==> src/rtl/sequencer_pkg.sv <==
// Shared types and constants for the instruction sequencer: FSM state encoding,
// instruction field layout and error codes.
package sequencer_pkg;

  typedef enum logic [2:0] {
    S_IDLE   = 3'd0,
    S_ISSUE  = 3'd1,
    S_WAIT   = 3'd2,
    S_RETIRE = 3'd3,
    S_ERROR  = 3'd4
  } seq_state_t;

  localparam logic [3:0] FSM_START_IDLE = 4'b1111;

  localparam int unsigned INSTR_W = 20;
  localparam int unsigned SEL_HI  = 19;
  localparam int unsigned SEL_LO  = 16;
  localparam int unsigned OP_HI   = 15;
  localparam int unsigned OP_LO   = 12;
  localparam int unsigned P1_HI   = 11;
  localparam int unsigned P1_LO   = 6;
  localparam int unsigned P2_HI   = 5;
  localparam int unsigned P2_LO   = 0;

  localparam logic [1:0] ERR_NONE        = 2'b00;
  localparam logic [1:0] ERR_ILLEGAL_SEL = 2'b01;
  localparam logic [1:0] ERR_TIMEOUT     = 2'b10;

  typedef struct packed {
    logic [3:0] sel;
    logic [3:0] opcode;
    logic [5:0] param1;
    logic [5:0] param2;
  } instr_t;

  function automatic instr_t unpack_instr(input logic [INSTR_W-1:0] d);
    instr_t r;
    r.sel    = d[SEL_HI:SEL_LO];
    r.opcode = d[OP_HI:OP_LO];
    r.param1 = d[P1_HI:P1_LO];
    r.param2 = d[P2_HI:P2_LO];
    return r;
  endfunction

endpackage

==> src/rtl/seq_fifo.sv <==
// Synchronous instruction FIFO with async active-low reset. Exposes the head
// and the entry behind it so a retiring head can hand over without a bubble.
module seq_fifo #(
  parameter int unsigned DEPTH = 4,
  parameter int unsigned WIDTH = 20
) (
  input  logic                       clock,
  input  logic                       reset_n,
  input  logic                       push,
  input  logic                       pop,
  input  logic [WIDTH-1:0]           din,
  output logic [WIDTH-1:0]           head,
  output logic [WIDTH-1:0]           next_head,
  output logic                       full,
  output logic                       empty,
  output logic [$clog2(DEPTH):0]     count
);

  localparam int unsigned AW    = $clog2(DEPTH);
  localparam int unsigned CNT_W = AW + 1;

  logic [WIDTH-1:0] mem [DEPTH];
  logic [AW-1:0]    wr_ptr;
  logic [AW-1:0]    rd_ptr;
  logic             do_push;
  logic             do_pop;

  assign full      = (count == CNT_W'(DEPTH));
  assign empty     = (count == '0);
  assign do_push   = push && !full;
  assign do_pop    = pop && !empty;
  assign head      = mem[rd_ptr];
  assign next_head = mem[rd_ptr + AW'(1)];

  always_ff @(posedge clock or negedge reset_n) begin
    if (!reset_n) begin
      wr_ptr <= '0;
      rd_ptr <= '0;
      count  <= '0;
    end else begin
      if (do_push) wr_ptr <= wr_ptr + AW'(1);
      if (do_pop)  rd_ptr <= rd_ptr + AW'(1);
      case ({do_push, do_pop})
        2'b10:   count <= count + CNT_W'(1);
        2'b01:   count <= count - CNT_W'(1);
        default: count <= count;
      endcase
    end
  end

  always_ff @(posedge clock) begin
    if (do_push) mem[wr_ptr] <= din;
  end

endmodule

==> src/rtl/fsm_sequencer.sv <==
// Serialising front-end for the datapath FSMs sharing the register bus.
// Optional watchdog on WAIT enabled by defining SEQ_TIMEOUT_EN.
module fsm_sequencer
  import sequencer_pkg::*;
#(
  parameter int unsigned DEPTH   = 4,
  parameter int unsigned NUM_FSM = 4,
  parameter int unsigned TIMEOUT = 31
) (
  input  logic               clock,
  input  logic               reset_n,
  input  logic               instr_valid,
  output logic               instr_ready,
  input  logic [INSTR_W-1:0] instr_data,
  output logic [3:0]         fsm_start,
  output logic [3:0]         opcode,
  output logic [5:0]         param1,
  output logic [5:0]         param2,
  input  logic [NUM_FSM-1:0] fsm_done,
  output logic               busy,
  output logic               instr_retired,
  output logic               error,
  output logic [1:0]         error_code,
  input  logic               error_clear
);

  localparam int unsigned CNT_W = $clog2(DEPTH) + 1;

  seq_state_t         state_q;
  seq_state_t         state_d;
  logic [3:0]         sel_q;
  logic               sel_ok_q;
  logic               fifo_push;
  logic               fifo_pop;
  logic               fifo_full;
  logic               fifo_empty;
  logic [INSTR_W-1:0] fifo_head;
  logic [INSTR_W-1:0] fifo_next;
  logic [CNT_W-1:0]   fifo_count;
  instr_t             latch_instr;
  logic               latch;
  logic               latch_ok;
  logic               done_sel;
  logic               timeout_hit;
  logic [1:0]         code_d;
  logic [3:0]         start_d;

  assign instr_ready = !fifo_full;
  assign fifo_push   = instr_valid && !fifo_full;

  seq_fifo #(
    .DEPTH (DEPTH),
    .WIDTH (INSTR_W)
  ) u_fifo (
    .clock     (clock),
    .reset_n   (reset_n),
    .push      (fifo_push),
    .pop       (fifo_pop),
    .din       (instr_data),
    .head      (fifo_head),
    .next_head (fifo_next),
    .full      (fifo_full),
    .empty     (fifo_empty),
    .count     (fifo_count)
  );

  always_comb begin
    done_sel = 1'b0;
    for (int unsigned i = 0; i < NUM_FSM; i++) begin
      if (32'(sel_q) == i) done_sel = fsm_done[i];
    end
  end

`ifdef SEQ_TIMEOUT_EN
  localparam int unsigned WD_W = $clog2(TIMEOUT + 1);
  logic [WD_W-1:0] wdog_q;

  always_ff @(posedge clock or negedge reset_n) begin
    if (!reset_n) begin
      wdog_q <= '0;
    end else if (state_q == S_WAIT && state_d == S_WAIT) begin
      wdog_q <= wdog_q + WD_W'(1);
    end else begin
      wdog_q <= '0;
    end
  end

  // Counter holds cycles already spent in WAIT, so this fires in the
  // TIMEOUT-th WAIT cycle; a done in that same cycle still retires.
  assign timeout_hit = (state_q == S_WAIT) && (32'(wdog_q) == TIMEOUT - 1);
`else
  assign timeout_hit = 1'b0;
`endif

  always_comb begin
    state_d     = state_q;
    fifo_pop    = 1'b0;
    latch       = 1'b0;
    latch_instr = unpack_instr(fifo_head);
    code_d      = error_code;
    case (state_q)
      S_IDLE: begin
        if (!fifo_empty) begin
          state_d = S_ISSUE;
          latch   = 1'b1;
        end
      end
      S_ISSUE: begin
        if (!sel_ok_q) begin
          state_d  = S_ERROR;
          code_d   = ERR_ILLEGAL_SEL;
          fifo_pop = 1'b1;
        end else begin
          state_d = S_WAIT;
        end
      end
      S_WAIT: begin
        if (done_sel) begin
          state_d = S_RETIRE;
        end else if (timeout_hit) begin
          state_d  = S_ERROR;
          code_d   = ERR_TIMEOUT;
          fifo_pop = 1'b1;
        end
      end
      S_RETIRE: begin
        // Head is still in the FIFO here, so a follow-on entry is the one behind it.
        fifo_pop = 1'b1;
        if (fifo_count > CNT_W'(1)) begin
          state_d     = S_ISSUE;
          latch       = 1'b1;
          latch_instr = unpack_instr(fifo_next);
        end else begin
          state_d = S_IDLE;
        end
      end
      S_ERROR: begin
        if (error_clear) begin
          state_d = S_IDLE;
          code_d  = ERR_NONE;
        end
      end
      default: state_d = S_IDLE;
    endcase
    latch_ok = (32'(latch_instr.sel) < NUM_FSM);
    start_d  = (latch && latch_ok) ? latch_instr.sel : FSM_START_IDLE;
  end

  always_ff @(posedge clock or negedge reset_n) begin
    if (!reset_n) begin
      state_q       <= S_IDLE;
      sel_q         <= '0;
      sel_ok_q      <= 1'b0;
      fsm_start     <= FSM_START_IDLE;
      opcode        <= '0;
      param1        <= '0;
      param2        <= '0;
      busy          <= 1'b0;
      instr_retired <= 1'b0;
      error         <= 1'b0;
      error_code    <= ERR_NONE;
    end else begin
      state_q   <= state_d;
      fsm_start <= start_d;
      if (latch) begin
        sel_q    <= latch_instr.sel;
        sel_ok_q <= latch_ok;
        opcode   <= latch_instr.opcode;
        param1   <= latch_instr.param1;
        param2   <= latch_instr.param2;
      end
      busy          <= (state_d == S_ISSUE) || (state_d == S_WAIT) || (state_d == S_RETIRE);
      instr_retired <= (state_d == S_RETIRE);
      error         <= (state_d == S_ERROR);
      error_code    <= code_d;
    end
  end

endmodule
==> config.mk <==
export PLATFORM = sky130hd
export DESIGN_NAME = fsm_sequencer
export DESIGN_NICKNAME = d
export VERILOG_FILES = /design/src/rtl/sequencer_pkg.sv /design/src/rtl/seq_fifo.sv /design/src/rtl/fsm_sequencer.sv
export SDC_FILE = /design/constraint.sdc
export NUM_CORES = 1
export LEC_CHECK = 0
export ABC_AREA = 1
export CAP_MARGIN = 40
export CORE_AREA = 3 3 116 118
export CTS_CLUSTER_DIAMETER = 200
export DETAILED_ROUTE_END_ITERATION = 7
export DIE_AREA = 0 0 119 121
export RECOVER_POWER = 50
export SYNTH_ARGS = -nofsm -noshare
export SYNTH_HDL_FRONTEND = slang
export SYNTH_SLANG_ARGS = --single-unit
==> constraint.sdc <==
create_clock -name clock -period 3.2 [get_ports clock]
set_input_delay 0.8 -clock clock [delete_from_list [all_inputs] [get_ports clock]]
set_output_delay 0.8 -clock clock [all_outputs]
set_load 0.05 [all_outputs]
# ---- Yosys cells after proc, flatten, opt, wreduce, memory -nomap -nowiden
# Memory sizes are Yosys's and may differ from the RTL's.
# Index checks and enable logic that the tools add are counted.
# Widths: inputs -> output; s select.
dict set report classes {
  addsub 4
  mul 0
  div 0
  n_lt_le_gt_ge 2
  n_eq_ne 16
  n_shift 0
  n_mux 24
  bitwise 0
  reduce_logical 14
}
# operator n
set op_table {}
lappend op_table {{$mux 20} 2}
lappend op_table {{$pmux 3 s5} 1}
lappend op_table {{$eq 3x2->1 const B} 4}
lappend op_table {{$mux 3} 4}
lappend op_table {{$mux 1} 10}
lappend op_table {{$eq 3x3->1 const B} 3}
lappend op_table {{$eq 4x2->1 const B} 2}
lappend op_table {{$eq 3x1->1 const B} 2}
lappend op_table {{$logic_not 3->1} 2}
lappend op_table {{$pmux 3 s2} 1}
lappend op_table {{$add 2x1->2 const B} 2}
lappend op_table {{$eq 4x1->1 const B} 1}
lappend op_table {{$logic_and 1x1->1} 4}
lappend op_table {{$logic_not 4->1} 1}
lappend op_table {{$lt 4x3->1 const B} 1}
lappend op_table {{$mux 2} 2}
lappend op_table {{$mux 4} 1}
lappend op_table {{$ne 2x2->1 const B} 2}
lappend op_table {{$pmux 1 s2} 2}
lappend op_table {{$pmux 2 s2} 1}
lappend op_table {{$reduce_bool 2->1} 2}
lappend op_table {{$add 3x1->3 const B} 1}
lappend op_table {{$gt 3x1->1 const B} 1}
lappend op_table {{$reduce_and 3->1} 1}
lappend op_table {{other kinds (5)} 7}
dict set report totals {
  register_bits 40
  latch_bits 0
  ramBits 80
  romBits 0
  input_bits 28
  output_inout_bits 26
  wordCells 75
  memories 1
}
# name words width rd rd_ports_with_merged_regs wr line
set memory_table {}
lappend memory_table {u_fifo.mem 4 20 2 0 1 seq_fifo.sv:22} ;# logic [WIDTH-1:0] mem [DEPTH];

# ---- Logic depth before layout (Yosys ltp)
dict set report depth {
  word_depth 10
  mapped_depth 12
  depth_no_buf 11
}

# ---- Modules after synthesis
# A second synthesis with hierarchy kept.
dict set report unflattened {
  cells_unflattened 630
  area_unflattened_um2 5789.3
}
# mod instances cells_each area_per_inst_um2 seq_area_each_um2
set by_module_without_submodules {}
lappend by_module_without_submodules {seq_fifo 1 450 4244.1 2577.5}
lappend by_module_without_submodules {fsm_sequencer 1 180 1545.2 805.8}

# ---- Least setup slack after synthesis
# No wires, ideal clock.
dict set report synth_timing {
  kind {reg-to-reg}
  from {register u_fifo.count[0]}
  to {memory u_fifo.mem[0][0], enable pin}
  setup_time_ns 0.397
  t_arrival_ns 2.216
  t_required_ns 2.803
  path_slack_ns 0.588
  stages_incl_launch_ff 6
  path_buffers 0
  period_less_slack_ns 2.612
  cell_sequence {dfrtp_1 > inv_1 > ha_1 > nand2_1 > nand2_1 > nor2_1}
}
dict set report synth_between {
  elab_chain_len 6
}
# item line
set synth_lines {}
lappend synth_lines {{from (decl)} seq_fifo.sv:16} ;# output logic [$clog2(DEPTH):0] count
lappend synth_lines {{from (signal assigned)} seq_fifo.sv:44} ;# 2'b10: count <= count + CNT_W'(1);
lappend synth_lines {{from (signal assigned)} seq_fifo.sv:45} ;# 2'b01: count <= count - CNT_W'(1);
lappend synth_lines {{from (signal assigned)} seq_fifo.sv:46} ;# default: count <= count;
lappend synth_lines {{$eq 3x3->1 (*)} seq_fifo.sv:28} ;# assign full = (count == CNT_W'(DEPTH));
lappend synth_lines {{$logic_not 1->1 (*)} -}
lappend synth_lines {{net instr_ready} fsm_sequencer.sv:13} ;# output logic instr_ready,
lappend synth_lines {{$logic_and 1x1->1} fsm_sequencer.sv:49} ;# assign fifo_push = instr_valid && !fifo_full;
lappend synth_lines {{$logic_and 1x1->1 (*)} seq_fifo.sv:30} ;# assign do_push = push && !full;
lappend synth_lines {{$mux 1 (*)} seq_fifo.sv:52} ;# if (do_push) mem[wr_ptr] <= din;
lappend synth_lines {{$mux 1 (not written as such) (*)} seq_fifo.sv:52}
lappend synth_lines {{to (decl)} seq_fifo.sv:22}
# The timed path passes the listed nets; every way through them passes the cells marked *.

# ---- Worst setup path in the final report
dict set report layout_timing {
  from {register u_fifo.count[0]}
  to {output instr_ready}
}
dict set report layout_between {
  elab_chain_len 2
}
# item line
set layout_lines {}
lappend layout_lines {{$eq 3x3->1} seq_fifo.sv:28}
lappend layout_lines {{$logic_not 1->1} fsm_sequencer.sv:48} ;# assign instr_ready = !fifo_full;
lappend layout_lines {{to (decl)} fsm_sequencer.sv:13}
# Every way passes these cells.

==> flow_summary.yaml <==
layout:
  fillers: 1120
  drive_gt1_share_pct: 9.006
  final_nets: 668
  seq_area_um2: 3383
  final_cell_mix: "nand2_1 (192), edfxtp_1 (80), o21ai_0 (59)"
  area_delta_synth_final_pct: 20.27
  stdcell_count: 816
  antenna_cells: 0
  final_common_cell: "nand2_1"
  multiInputGateArea_um2: 1898
die:
  die_h_um: 121
  start_util_pct: 44.84
  die_area_um2: 14400
  core-area_um2: 12570
  ios: 54
  row_count: 41
  die_w_um: 119
sta:
  finalCritPeriodShare_pct: 88.45
  setup_ws_ps: 369.6
  rsz0062_at_grt: "no"
  tightest_slew_ps: 1806
  finalHoldViolations: 0
  finalCriticalPeriod_ps: 2830
  final.setup.tns_ps: 0
  finClkSkew_ps: 6.922
  slew_viol_final: 33
  max_freq_mhz: 353.3
  finalSetupViolCount: 0
  slew_headroom_pct: -20.42
  whs_ps: 296.2
synth:
  synth-seq-cells: 119
  yosys_warnings: 0
  synthCells: 581
  seq_area_frac_synth_pct: 60.04
  synth_fp_nets: 618
  synth_area_um2: 5635
  netlist-cell-type-count: 33
  avgSynthCellArea_um2: 9.699
clock_network:
  root_buffer: "clkbuf_16"
  clockBufferDepth: 2
  cts_buffers: 17
  hold_buffers: 0
  worstSkewPairLatency_ps: 410
  cts.sinks: 119
  cts_tree: "built"
  post_cts_buffers: 0
  post_cts_resized: 0
  htreeDepth: 4
  clk_pin_slew_ps: 50
routing:
  firstDrtPassIters: 4
  totalWireLength_um: 12720
  wl_per_cell_um: 15.59
  via_per_inst: 5.091
  drc: 0
  num_vias: 4154
  drtIter0Drc: 373
  postRouteAntennaNets: 0
placement:
  dp_hpwl_um: 7959
  place_congestion: 0.7657
  dp_cells: 784
  portBuffers: 52
  dp_slack_ps: 768.7
power_and_ir_drop:
  p_leak_uw: 0.002809
  ir_drop_mv: 0.4808
  p_total_uw: 7416
  power_density_nw_per_um2: 1094
setup_path:
  crit_path_cell_trace: "inv_1 -> ha_1 -> nand2_1 -> clkdlybuf4s50_1"
  crit_path_top_delay_cell: "clkdlybuf4s50_1"
  critical_path_class: "reg2out"
  worstPathRequired_ps: 2400
  crit_arrival_ps: 2030
  crit_path_max_fanout: 4
  crit_path_start_kind: "flop"
  critPathCaptureType: "output port"
  cp_slowest_stage_delay_ps: 800
job:
  maxCapViolations: 1
global_route:
  grt_pass1_wl_um: 20600
  grt_antenna_before_repair: 0
  grt.total_usage_pct: 18.57
  grt_pass1_vias: 4154
  grt_max_degree: 51
  overflow: 0
status:
  outcome: "finished with violations"
  violations: "capacitance limit, slew limit"
worst_hold_path:
  hold_path_class: "in2async"
==> power breakdown <==
part	leakage (uW)	internal, uW	switching, uW
clock network	0.000278	1200	617
registers	0.00120	2130	286
logic	0.00133	961	2220
==> per-stage QoR <==
| step | cell area, um2 | utilization [%] |
|---|---|---|
| final | 6778 | 53.93 |
| after global routing | 6778 | 53.93 |
| after CTS | 6803 | 54.13 |
| after detailed placement | 6233 | 49.60 |
| after global placement | 6213 | 49.44 |
| after floorplan | 5635 | - |
==> layout make-up <==
class / instances / area share [%]
Clock inverter: 13 / 2.012
Inverter: 40 / 2.252
Timing Repair Buffer: 59 / 8.252
Clock buffer: 19 / 6.387
Tap cell: 172 / 3.175
Multi-Input combinational cell: 394 / 28.00
Sequential cell: 119 / 49.92
==> synth_stat cells (all sizes together) <==
cell	instances	area (um2)
nand2	200	785.8
xor2	3	26.28
dfrtp	35	875.8
edfxtp	80	2402
inv	40	155.1
o21ai	65	325.3
buf	22	186.4
o211ai	8	60.06
nor3	1	5.000
conb	1	3.750
dfstp	4	105.1
xnor2	2	17.52
ha	9	112.6
nor2	32	158.9
nand4	2	12.51
nand3	54	287.8
clkbuf	6	22.52
a21oi	15	78.83
o22ai	1	6.260
o21a	1	7.510
==> path summary, 6_finish.rpt <==
| kind | from | cells after the start | end | slack (ps) |
|---|---|---|---|---|
| min in group clock | opcode[1]$_DFFE_PN0P_ | 2 | opcode[1]$_DFFE_PN0P_ | 480 |
| hold / removal | reset_n | 1 | u_fifo.count[0]$_DFFE_PN0P_ | 300 |
| max in group asynchronous | reset_n | 2 | param2[5]$_DFFE_PN0P_ | 870 |
| setup / recovery | u_fifo.count[0]$_DFFE_PN0P_ | 4 | instr_ready | 370 |
| hold reg to reg | opcode[1]$_DFFE_PN0P_ | 2 | opcode[1]$_DFFE_PN0P_ | 480 |
| setup reg to reg | u_fifo.rd_ptr[0]$_DFFE_PN0P_ | 10 | sel_ok_q$_DFFE_PN0P_ | 470 |
==> routing by layer <==
layer | up-vias | routed length, um | global-route usage, %
met3 | 6 | 851 | 5.828
li1 | 2039 | - | -
met5 | - | 0 | 0
met2 | 121 | 6436 | 32.11
met1 | 1988 | 5343 | 22.11
met4 | 0 | 89 | 5.938
==> critical path, delay by kind of cell, from the launching register on <==
| kind | cells | cell delay [ps] |
|---|---|---|
| buffers and inverters | 2 | 910 |
| adder cells (fa/ha/maj) | 1 | 220 |
| flip-flops | 1 | 410 |
| AND/OR/NAND/NOR | 1 | 80 |
==> flip-flops by register name, indices dropped and copies added, names as in the netlist, 2 cells and up <==
| register | count |
|---|---|
| fsm_start | 4 |
| opcode | 4 |
| param1 | 6 |
| param2 | 6 |
| sel_q | 4 |
| state_q | 3 |
| u_fifo.count | 3 |
| u_fifo.mem | 80 |
| u_fifo.rd_ptr | 2 |
| u_fifo.wr_ptr | 2 |
==> cells by family after synthesis <==
logic type                 share of synthesized area, %
AOI/OAI and AO/OA                                 8.482
xor gates and xnor gates                         0.7772
adders and majority gates                         1.998
and+or+nand+nor                                   22.18
DFF                                               60.04
other                                           0.06654
buffers and inverters                             6.461
Power figures use the tool's default switching activity.
